### config.mk
export PLATFORM = sky130hd
export DESIGN_NAME = regfile_port_arbiter
export DESIGN_NICKNAME = d
export VERILOG_FILES = /design/src/rtl/regfile_port_arbiter.sv
export SDC_FILE = /design/constraint.sdc
export NUM_CORES = 1
export LEC_CHECK = 0
export CAP_MARGIN = 20
export CORE_ASPECT_RATIO = 1.25
export CORE_MARGIN = 4
export CORE_UTILIZATION = 30
export CTS_CLUSTER_DIAMETER = 200
export CTS_CLUSTER_SIZE = 16
export DETAILED_ROUTE_END_ITERATION = 6
export GPL_ROUTABILITY_DRIVEN = 1
export GPL_TIMING_DRIVEN = 0
export SETUP_SLACK_MARGIN = 0.5
export SKIP_CTS_REPAIR_TIMING = 1
export SLEW_MARGIN = 20
export SYNTH_ARGS = -nofsm -noshare
export SYNTH_HDL_FRONTEND = slang
export SYNTH_SLANG_ARGS = --single-unit
### constraint.sdc
create_clock -name clk_i -period 7.39 [get_ports clk_i]
set_input_delay 1.478 -clock clk_i [delete_from_list [all_inputs] [get_ports clk_i]]
set_output_delay 1.478 -clock clk_i [all_outputs]
set_load 0.03 [all_outputs]
### src/rtl/regfile_port_arbiter.sv
// Arbitrates the single shared register-file port between buffered write-back
// requests and dual-operand decode reads, keeping read-after-write order.
module regfile_port_arbiter #(
   parameter int unsigned DEPTH     = 4,
   parameter int unsigned MAX_DEFER = 3
) (
   input  logic        clk_i,
   input  logic        rst_i,
   input  logic        wr_valid_i,
   output logic        wr_ready_o,
   input  logic [4:0]  wr_addr_i,
   input  logic [31:0] wr_data_i,
   input  logic        rd_valid_i,
   output logic        rd_ready_o,
   input  logic [4:0]  rd_addr1_i,
   input  logic [4:0]  rd_addr2_i,
   output logic        rsp_valid_o,
   output logic [31:0] rsp_data1_o,
   output logic [31:0] rsp_data2_o,
   output logic        rf_rw_en_o,
   output logic [4:0]  rf_raddr1_o,
   output logic [4:0]  rf_raddr2_o,
   output logic [4:0]  rf_waddr_o,
   output logic [31:0] rf_wdata_o,
   input  logic [31:0] rf_rdata1_i,
   input  logic [31:0] rf_rdata2_i
);

   localparam int unsigned AW = 5;
   localparam int unsigned DW = 32;
   localparam int unsigned PW = $clog2(DEPTH);
   localparam int unsigned CW = $clog2(DEPTH + 1);
   localparam int unsigned FW = $clog2(MAX_DEFER + 1);

   logic [AW-1:0]    addr_q [DEPTH];
   logic [DW-1:0]    data_q [DEPTH];
   logic [DEPTH-1:0] vld_q;
   logic [PW-1:0]    wptr_q, rptr_q;
   logic [CW-1:0]    count_q, count_d;
   logic [FW-1:0]    defer_q, defer_d;
   logic             rsp_valid_q;

   logic hazard, fifo_empty, fifo_full, force_wr, read_fire, drain, push;

   // A read must wait while any buffered write targets one of its operands
   always_comb begin
      hazard = 1'b0;
      for (int i = 0; i < DEPTH; i++) begin
         if (vld_q[i] && (addr_q[i] == rd_addr1_i || addr_q[i] == rd_addr2_i)) begin
            hazard = 1'b1;
         end
      end
   end

   assign fifo_empty = (count_q == '0);
   assign fifo_full  = (count_q == CW'(DEPTH));
   assign force_wr   = !fifo_empty && (fifo_full || defer_q == FW'(MAX_DEFER));

   assign rd_ready_o = !rst_i && !hazard && !force_wr;
   assign read_fire  = rd_valid_i && rd_ready_o;
   assign drain      = !rst_i && !fifo_empty && !read_fire;
   assign wr_ready_o = !rst_i && !fifo_full;
   assign push       = wr_valid_i && wr_ready_o;

   assign rf_rw_en_o  = !drain;
   assign rf_raddr1_o = rd_addr1_i;
   assign rf_raddr2_o = rd_addr2_i;
   assign rf_waddr_o  = addr_q[rptr_q];
   assign rf_wdata_o  = data_q[rptr_q];

   assign rsp_valid_o = rsp_valid_q;
   assign rsp_data1_o = rf_rdata1_i;
   assign rsp_data2_o = rf_rdata2_i;

   // Occupancy and read-deferral bookkeeping
   always_comb begin
      count_d = count_q;
      defer_d = defer_q;
      if (push && !drain) begin
         count_d = count_q + CW'(1);
      end else if (drain && !push) begin
         count_d = count_q - CW'(1);
      end
      if (fifo_empty || drain) begin
         defer_d = '0;
      end else if (read_fire && defer_q != FW'(MAX_DEFER)) begin
         defer_d = defer_q + FW'(1);
      end
   end

   always_ff @(posedge clk_i) begin
      if (rst_i) begin
         for (int i = 0; i < DEPTH; i++) begin
            addr_q[i] <= '0;
            data_q[i] <= '0;
         end
         vld_q       <= '0;
         wptr_q      <= '0;
         rptr_q      <= '0;
         count_q     <= '0;
         defer_q     <= '0;
         rsp_valid_q <= 1'b0;
      end else begin
         if (push) begin
            addr_q[wptr_q] <= wr_addr_i;
            data_q[wptr_q] <= wr_data_i;
            vld_q[wptr_q]  <= 1'b1;
            wptr_q         <= wptr_q + PW'(1);
         end
         if (drain) begin
            vld_q[rptr_q] <= 1'b0;
            rptr_q        <= rptr_q + PW'(1);
         end
         count_q     <= count_d;
         defer_q     <= defer_d;
         rsp_valid_q <= read_fire;
      end
   end

endmodule

==> reports/qor.log, run 1 <==
qor: grt.grt_use_total 13.7%
qor: finish.nets 889
qor: pwr.total_leakage_power 4.16 nW
qor: yosys.synth_fa_ha_area_share 1.77%
qor: finish.drive_above_1_share 20.4%
qor: timing.slew_headroom 37.6%
qor: placement.dp_hpwl 14.3 mm
qor: yosys.number_of_different_library_cells_in_the_post_synthesis_netlist 36
qor: finish.finalInstanceArea 10900 µm²
qor: finish.multi_input_logic_area 2710 µm²
qor: placement.numPortBuffers 162
qor: yosys.synth_sequential_area_ratio 58.3%
qor: worst_hold_path.holdCritPathClass reg2reg
qor: yosys.synth_enable_flop_cells 148
qor: yosys.post_synth_and_or_nand_nor_area_fraction 13.7%
qor: route.routedWlPerCell 18.2 µm
qor: yosys.post_synth_instance_area 8180 µm²
qor: pwr.irDropWorstVdd 0.161 mV
qor: pwr.power 3.31 mW
qor: die.core_area 26800 µm²
qor: timing.post-route-period-util 77.2%
qor: clock_tree.clk_sink_count 164
qor: yosys.synthesis.yosys.warnings 0
qor: route.route.detailed.vias_per_inst 4.50
qor: finish.layout.cells.non_filler 1122
qor: die.dieHeight 193 µm
qor: finish.fill_cells 2560
qor: clock_tree.cts.reportedPaths.clkPinSlew 0.07 ns
qor: die.die_x 156 µm
qor: pwr.power_density 303 nW/µm²
qor: yosys.synth_net_count 706
qor: placement.dp_cells 1088
qor: critical_path.ff2ff_setup_slack 4.13 ns
qor: timing.tns 0 ns
qor: route.num_vias 5048
qor: run.cap_viol_max_count 0
qor: clock_tree.cts-htree-levels 4
qor: clock_tree.tritoncts yes
qor: timing.grt_setup_unrepaired false
qor: yosys.synth_top_family_by_area simple AND/OR/NAND/NOR gates
qor: route.routed_wl 20.5 mm
qor: yosys.post_synth_inst_count 580
qor: clock_tree.cts_made_buffers 17
qor: route.final_antenna_net_count 0
qor: grt.grt_pass1_vias 5384
qor: grt.grt_first_pass_wirelength 30.8 mm
qor: finish.layout.core_utilization 40.7%
qor: clock_tree.later_pin_clock_latency_in_the_skew_report 0.43 ns
qor: die.std_cell_rows 67
qor: route.route.detailed.drc 0
qor: timing.final_setup_skew 0.0142 ns
qor: critical_path.worstPathRequired 5.91 ns
qor: die.die_area 30000 µm²
qor: yosys.leading_register_cell_type_out_of_synthesis sky130_fd_sc_hd__edfxtp_1
qor: grt.grt_start_max_net_pins 38
qor: timing.final_max_slew_viol_count 0
qor: finish.most_common_library_cell_in_the_layout_ignoring_fill_and_taps sky130_fd_sc_hd__clkdlybuf4s50_1
qor: critical_path.worstSetupStartpointType input port
qor: timing.finalHoldViolations 0
qor: yosys.yosys_register_bits 164
qor: timing.tightestPinTransition 0.936 ns
qor: route.firstDrtPassIters 4
qor: critical_path.critical_path_peak_fanout 8
qor: yosys.yosys-mux-area-fraction 10.9%
qor: timing.period_needed 5.71 ns
qor: yosys.synth_compound_area_share 1.90%
qor: die.initial_utilization 30.5%
qor: critical_path.timing.setup.critical_path_class in2out
qor: route.drt-initial-drc-count 297
qor: finish.area.sequential 4760 µm²
qor: yosys.post_synth_xor_area_fraction 4.71%
qor: finish.area_growth_syn_to_layout 33.4%
qor: yosys.ys_async_sr_fraction 0%
qor: timing.setup_viol_count_final 0
qor: timing.clock.fmax 175 MHz
qor: yosys.synth_area_per_cell 14.1 µm²
qor: placement.placer_s_final_routability_congestion_estimate 0.749
qor: clock_tree.clock_path_buffers 2
qor: placement.place_area 10300 µm²
qor: clock_tree.clock-root-buffer sky130_fd_sc_hd__clkbuf_16
qor: critical_path.worstPathArrival 4.23 ns
qor: finish.most-common-layout-cells sky130_fd_sc_hd__clkdlybuf4s50_1 (162), sky130_fd_sc_hd__edfxtp_1 (148), sky130_fd_sc_hd__and2_1 (112)
qor: critical_path.worstSetupEndpointType output port
qor: grt.globalRoute.totalOverflow 0
qor: grt.antenna_found_initial 2
qor: outcome.outcome finished, final reports clean
qor: die.number_of_i_o_pins 230
-- stage by stage --
stage	setup slack, ns	hold slack (ns)
global placement	1.12	0.505
global route	1.56	0.572
floorplan	2.97	0.482
finish	1.68	0.535
CTS	1.67	0.538
detailed placement	1.68	0.528
-- cell families after synthesis --
| group | after synthesis |
|---|---|
| buffers and inverters | 115 |
| adder cells (fa/ha/maj) | 11 |
| XOR/XNOR | 44 |
| AND/OR/NAND/NOR | 186 |
| flip-flops | 164 |
| AO/OA/AOI/OAI | 18 |
| multiplexers | 42 |
-- power breakdown --
part	total, mW	internal (mW)	leakage [nW]	switching, mW
registers	1.18	1.13	1.67	0.0494
logic	1.21	0.541	2.20	0.669
clock network	0.916	0.515	0.294	0.401
total	3.31	2.19	4.16	1.12
-- state kept, by name (all words and copies together) (netlist names), named ones only --
signal and flops:
vld_q 4, rptr_q 2, defer_q 2, rsp_valid_o 1, addr_q 20, data_q 128, count_q 3, wptr_q 2
-- worst max-delay path: stages --
cell and delay [ns]:
sky130_fd_sc_hd__clkdlybuf4s50_1 0.62, sky130_fd_sc_hd__xor2_1 0.22, sky130_fd_sc_hd__nor4_1 0.10, sky130_fd_sc_hd__a311o_1 0.35, sky130_fd_sc_hd__a2111oi_4 0.41, sky130_fd_sc_hd__a31oi_4 0.23, sky130_fd_sc_hd__inv_1 0.14, sky130_fd_sc_hd__clkdlybuf4s50_1 0.68
-- layout make-up --
class                      count  share of cell area, %
clock buffer                  17                   3.90
inverter                       8                  0.275
antenna                        1                 0.0229
multi-input combinational    301                   24.9
sequential                   164                   43.7
timing repair buffer         164                   15.3
tap                          345                   3.96
clock inverter                15                   1.71
buffer                       107                   6.29
-- Yosys cell counts (3+ instances only) --
library cell               number  area [µm²]
sky130_fd_sc_hd__dfxtp_1       16         320
sky130_fd_sc_hd__buf_2          5        25.0
sky130_fd_sc_hd__clkbuf_1      27         101
sky130_fd_sc_hd__mux2i_1        3        30.0
sky130_fd_sc_hd__mux4_2        37         833
sky130_fd_sc_hd__and3_1        41         257
sky130_fd_sc_hd__nand3_1        4        20.0
sky130_fd_sc_hd__nor4_1         7        43.8
sky130_fd_sc_hd__or2_2          4        25.0
sky130_fd_sc_hd__and2_1       112         701
sky130_fd_sc_hd__xnor2_1       21         184
sky130_fd_sc_hd__nand2_1        6        22.5
sky130_fd_sc_hd__edfxtp_1     148        4440
sky130_fd_sc_hd__a211oi_1       4        30.0
sky130_fd_sc_hd__ha_1          10         125
sky130_fd_sc_hd__inv_1          8        30.0
sky130_fd_sc_hd__buf_4         74         556
sky130_fd_sc_hd__nor2_1         8        30.0
sky130_fd_sc_hd__a21oi_1        6        30.0
sky130_fd_sc_hd__xor2_1        23         201
-- per-layer routing --
metal / up-vias / share of wire, % / global-route usage, %
met2: 181 / 52 / 24.1
met3: 22 / 6.4 / 3.81
li1: 2380 / - / -
met1: 2461 / 40 / 16.6
met5: - / 0.13 / 0
met4: 4 / 0.93 / 3.50
-- final timing paths --
check | cells past startpoint | from | to
worst max-delay path | 8 | rd_addr1_i[3] | rf_rw_en_o
worst min register to register | 2 | count_q[2] | count_q[2]
worst min-delay path | 2 | count_q[2] | count_q[2]
worst max register to register | 12 | count_q[0] | count_q[2]
Power figures use the tool's default switching activity.
==> run 2: changes to the inputs <==
clock period = 4.6 ns   (was 7.39 ns; I/O delays follow)
==> run 2 against run 1 <==
Cell count is essentially flat. Combinational power is 60% higher. Hold slack improved by 0.0014 ns. Count of clock-buffer cells in the layout unchanged. Flip-flop and latch count unchanged. Non-clock buffer count unchanged. Critical endpoint unchanged. Sequential share of layout area about the same. Clock skew grew 0.0034 ns.
==> reports/qor.log, run 2 (synthesis results as in run 1) <==
qor: outcome.outcome finished, final reports clean [unchanged]
qor: route.routedWlPerCell 18.2 µm [about the same]
qor: clock_tree.cts_made_buffers 17 [unchanged]
qor: clock_tree.clock_path_buffers 2 [unchanged]
qor: timing.tightestPinTransition 0.784 ns [was 0.936 ns]
qor: critical_path.timing.setup.critical_path_class in2out [unchanged]
qor: clock_tree.tritoncts yes [unchanged]
qor: grt.grt_start_max_net_pins 38 [unchanged]
qor: clock_tree.cts-htree-levels 4 [unchanged]
qor: run.cap_viol_max_count 0 [unchanged]
qor: finish.layout.cells.non_filler 1121 [was 1122]
qor: finish.multi_input_logic_area 2710 µm² [unchanged]
qor: pwr.share_seq_of_total_power 35.7% [about the same]
qor: finish.fill_cells 2561 [was 2560]
qor: die.core_area 26800 µm² [unchanged]
qor: timing.holdWs 0.536 ns [was 0.535 ns]
qor: finish.finalInstanceArea 10900 µm² [about the same]
qor: finish.largest_reg_flops 128 [unchanged]
qor: finish.most-common-layout-cells sky130_fd_sc_hd__clkdlybuf4s50_1 (156), sky130_fd_sc_hd__edfxtp_1 (148), sky130_fd_sc_hd__and2_1 (112) [was sky130_fd_sc_hd__clkdlybuf4s50_1 (162), sky130_fd_sc_hd__edfxtp_1 (148), sky130_fd_sc_hd__and2_1 (112)]
qor: critical_path.critical_path_peak_fanout 8 [unchanged]
qor: timing.worst_slack 0.591 ns [was 1.68 ns]
qor: worst_hold_path.holdCritPathClass reg2reg [unchanged]
qor: timing.period_needed 4.01 ns
qor: placement.numPortBuffers 162 [unchanged]
qor: route.final_antenna_net_count 0 [unchanged]
qor: placement.dp_cells 1088 [unchanged]
qor: finish.registers.top_by_ff_count data_q [unchanged]
qor: grt.grt_first_pass_wirelength 30.8 mm [unchanged]
qor: placement.place_area 10300 µm² [unchanged]
qor: critical_path.worstSetupStartpointType input port [unchanged]
qor: finish.largest_registers_ranked_by_flip_flop_count data_q (128), addr_q (20), vld_q (4) [unchanged]
qor: pwr.combinationalPowerShare 36.5% [was 36.6%]
qor: placement.dp_hpwl 14.3 mm [unchanged]
qor: route.met1Wirelength 8.04 mm [was 8.25 mm]
qor: clock_tree.clock-root-buffer sky130_fd_sc_hd__clkbuf_16 [unchanged]
qor: grt.globalRoute.totalOverflow 0 [unchanged]
qor: route.detailroute.wirelength.met2 10.9 mm [was 10.7 mm]
qor: die.die_x 156 µm [unchanged]
qor: placement.dp_worst_setup_slack 0.00318 ns [was 1.68 ns]
qor: route.firstDrtPassIters 4 [unchanged]
qor: finish.most_common_library_cell_in_the_layout_ignoring_fill_and_taps sky130_fd_sc_hd__clkdlybuf4s50_1 [unchanged]
qor: pwr.cell_internal_pwr 3.51 mW [was 2.19 mW]
qor: timing.slew_headroom 47.8% [was 37.6%]
qor: timing.final_setup_skew 0.0176 ns [was 0.0142 ns]
qor: timing.tns 0 ns [unchanged]
qor: critical_path.worstSetupEndpointType output port [unchanged]
qor: clock_tree.later_pin_clock_latency_in_the_skew_report 0.43 ns [about the same]
qor: die.dieHeight 193 µm [unchanged]
qor: timing.grt_setup_unrepaired true [was false]
qor: pwr.switching_power 1.80 mW [was 1.12 mW]
qor: grt.grt_use_total 13.7% [unchanged]
qor: pwr.power_density 486 nW/µm² [was 303 nW/µm²]
qor: route.drt-initial-drc-count 304 [was 297]
qor: timing.post-route-period-util 87.2%
qor: route.route.detailed.vias_per_inst 4.50 [about the same]
qor: die.die_area 30000 µm² [unchanged]
qor: route.route.detailed.drc 0 [unchanged]
qor: route.routed_wl 20.4 mm [was 20.5 mm]
qor: clock_tree.cts.reportedPaths.clkPinSlew 0.07 ns [about the same]
qor: grt.grt_pass1_vias 5384 [unchanged]
qor: die.std_cell_rows 67 [unchanged]
qor: grt.antenna_found_initial 2 [unchanged]
qor: critical_path.worstPathArrival 3.09 ns [was 4.23 ns]
qor: route.top_signal_layer_used met5 [unchanged]
qor: placement.placer_s_final_routability_congestion_estimate 0.749 [unchanged]
qor: clock_tree.clk_sink_count 164 [unchanged]
qor: die.number_of_i_o_pins 230 [unchanged]
qor: timing.finalHoldViolations 0 [unchanged]
qor: pwr.switching_share 33.9% [about the same]
qor: route.num_vias 5042 [was 5048]
qor: finish.area.sequential 4760 µm² [unchanged]
qor: pwr.clock_power_share 27.7% [about the same]
qor: finish.drive_above_1_share 20.7% [was 20.4%]
qor: timing.final_max_slew_viol_count 0 [unchanged]
qor: finish.nets 889 [unchanged]
qor: timing.setup_viol_count_final 0 [unchanged]
qor: finish.antennaDiodeCount 0 [was 1]
qor: critical_path.worstPathRequired 3.68 ns [was 5.91 ns]
qor: pwr.irDropWorstVdd 0.260 mV [was 0.161 mV]
qor: route.wl_met3 1.35 mm [was 1.31 mm]
qor: finish.area_growth_syn_to_layout 33.5% [was 33.4%]
qor: timing.clock.fmax 249 MHz
qor: pwr.total_leakage_power 4.22 nW [was 4.16 nW]
qor: die.initial_utilization 30.5% [unchanged]
## run 2: per-layer routing
| layer | up-vias | track usage [%] |
|---|---|---|
| li1 | 2383 | - |
| met1 | 2451 | 16.6 |
| met2 | 187 | 24.1 |
| met3 | 17 | 3.81 |
| met4 | 4 | 3.50 |
| met5 | - | 0 |
## run 2: power by group through the flow
stage / combinational (mW) / sequential, mW / clock, mW
final: 1.94 / 1.90 / 1.47
after global routing: 2.08 / 1.92 / 1.56
after CTS: 1.98 / 1.90 / 1.49
after floorplan: 1.23 / 1.91 / 0
after detailed placement: 1.98 / 1.93 / 0
after global placement: 1.97 / 1.93 / 0
## run 2: worst paths after layout
check / startpoint / to / slack, ns / depth (start not counted)
min: count_q[2] / count_q[2] / 0.54 / 2
max: rd_addr2_i[4] / rf_rw_en_o / 0.59 / 8
max reg2reg: count_q[0] / count_q[2] / 1.35 / 12
min reg2reg: count_q[2] / count_q[2] / 0.54 / 2
## run 2: through the flow
| stage | util, % | total power, mW |
|---|---|---|
| 3_5_place_dp | 38.3 | 3.91 |
| 3_3_place_gp | 38.1 | 3.89 |
| 6_report | 40.7 | 5.30 |
| 5_1_grt | 40.7 | 5.56 |
| 4_1_cts | 40.5 | 5.37 |
| 2_1_floorplan | - | 3.14 |
## run 2: area by class of cell
cell class                      count  share of cell area, %
Clock inverter                     15                   1.71
Multi-Input combinational cell    301                   24.9
Timing Repair Buffer              164                   15.4
Tap cell                          345                   3.95
Clock buffer                       17                   3.90
Inverter                            8                  0.275
Sequential cell                   164                   43.6
Buffer                            107                   6.30
## run 2: worst max-delay path, cell delays in order
cell,delay (ns)
sky130_fd_sc_hd__clkdlybuf4s50_1,0.54
sky130_fd_sc_hd__xor2_1,0.22
sky130_fd_sc_hd__nor4_1,0.40
sky130_fd_sc_hd__nand3_1,0.13
sky130_fd_sc_hd__o211a_1,0.19
sky130_fd_sc_hd__a31oi_4,0.36
sky130_fd_sc_hd__inv_1,0.12
sky130_fd_sc_hd__clkbuf_2,0.20
==> run 3: changes to the inputs <==
CTS_CLUSTER_SIZE = 14   (was 16)
==> results of run 3 <==
Final layout, timing and power as in run 2 (identical DEF).
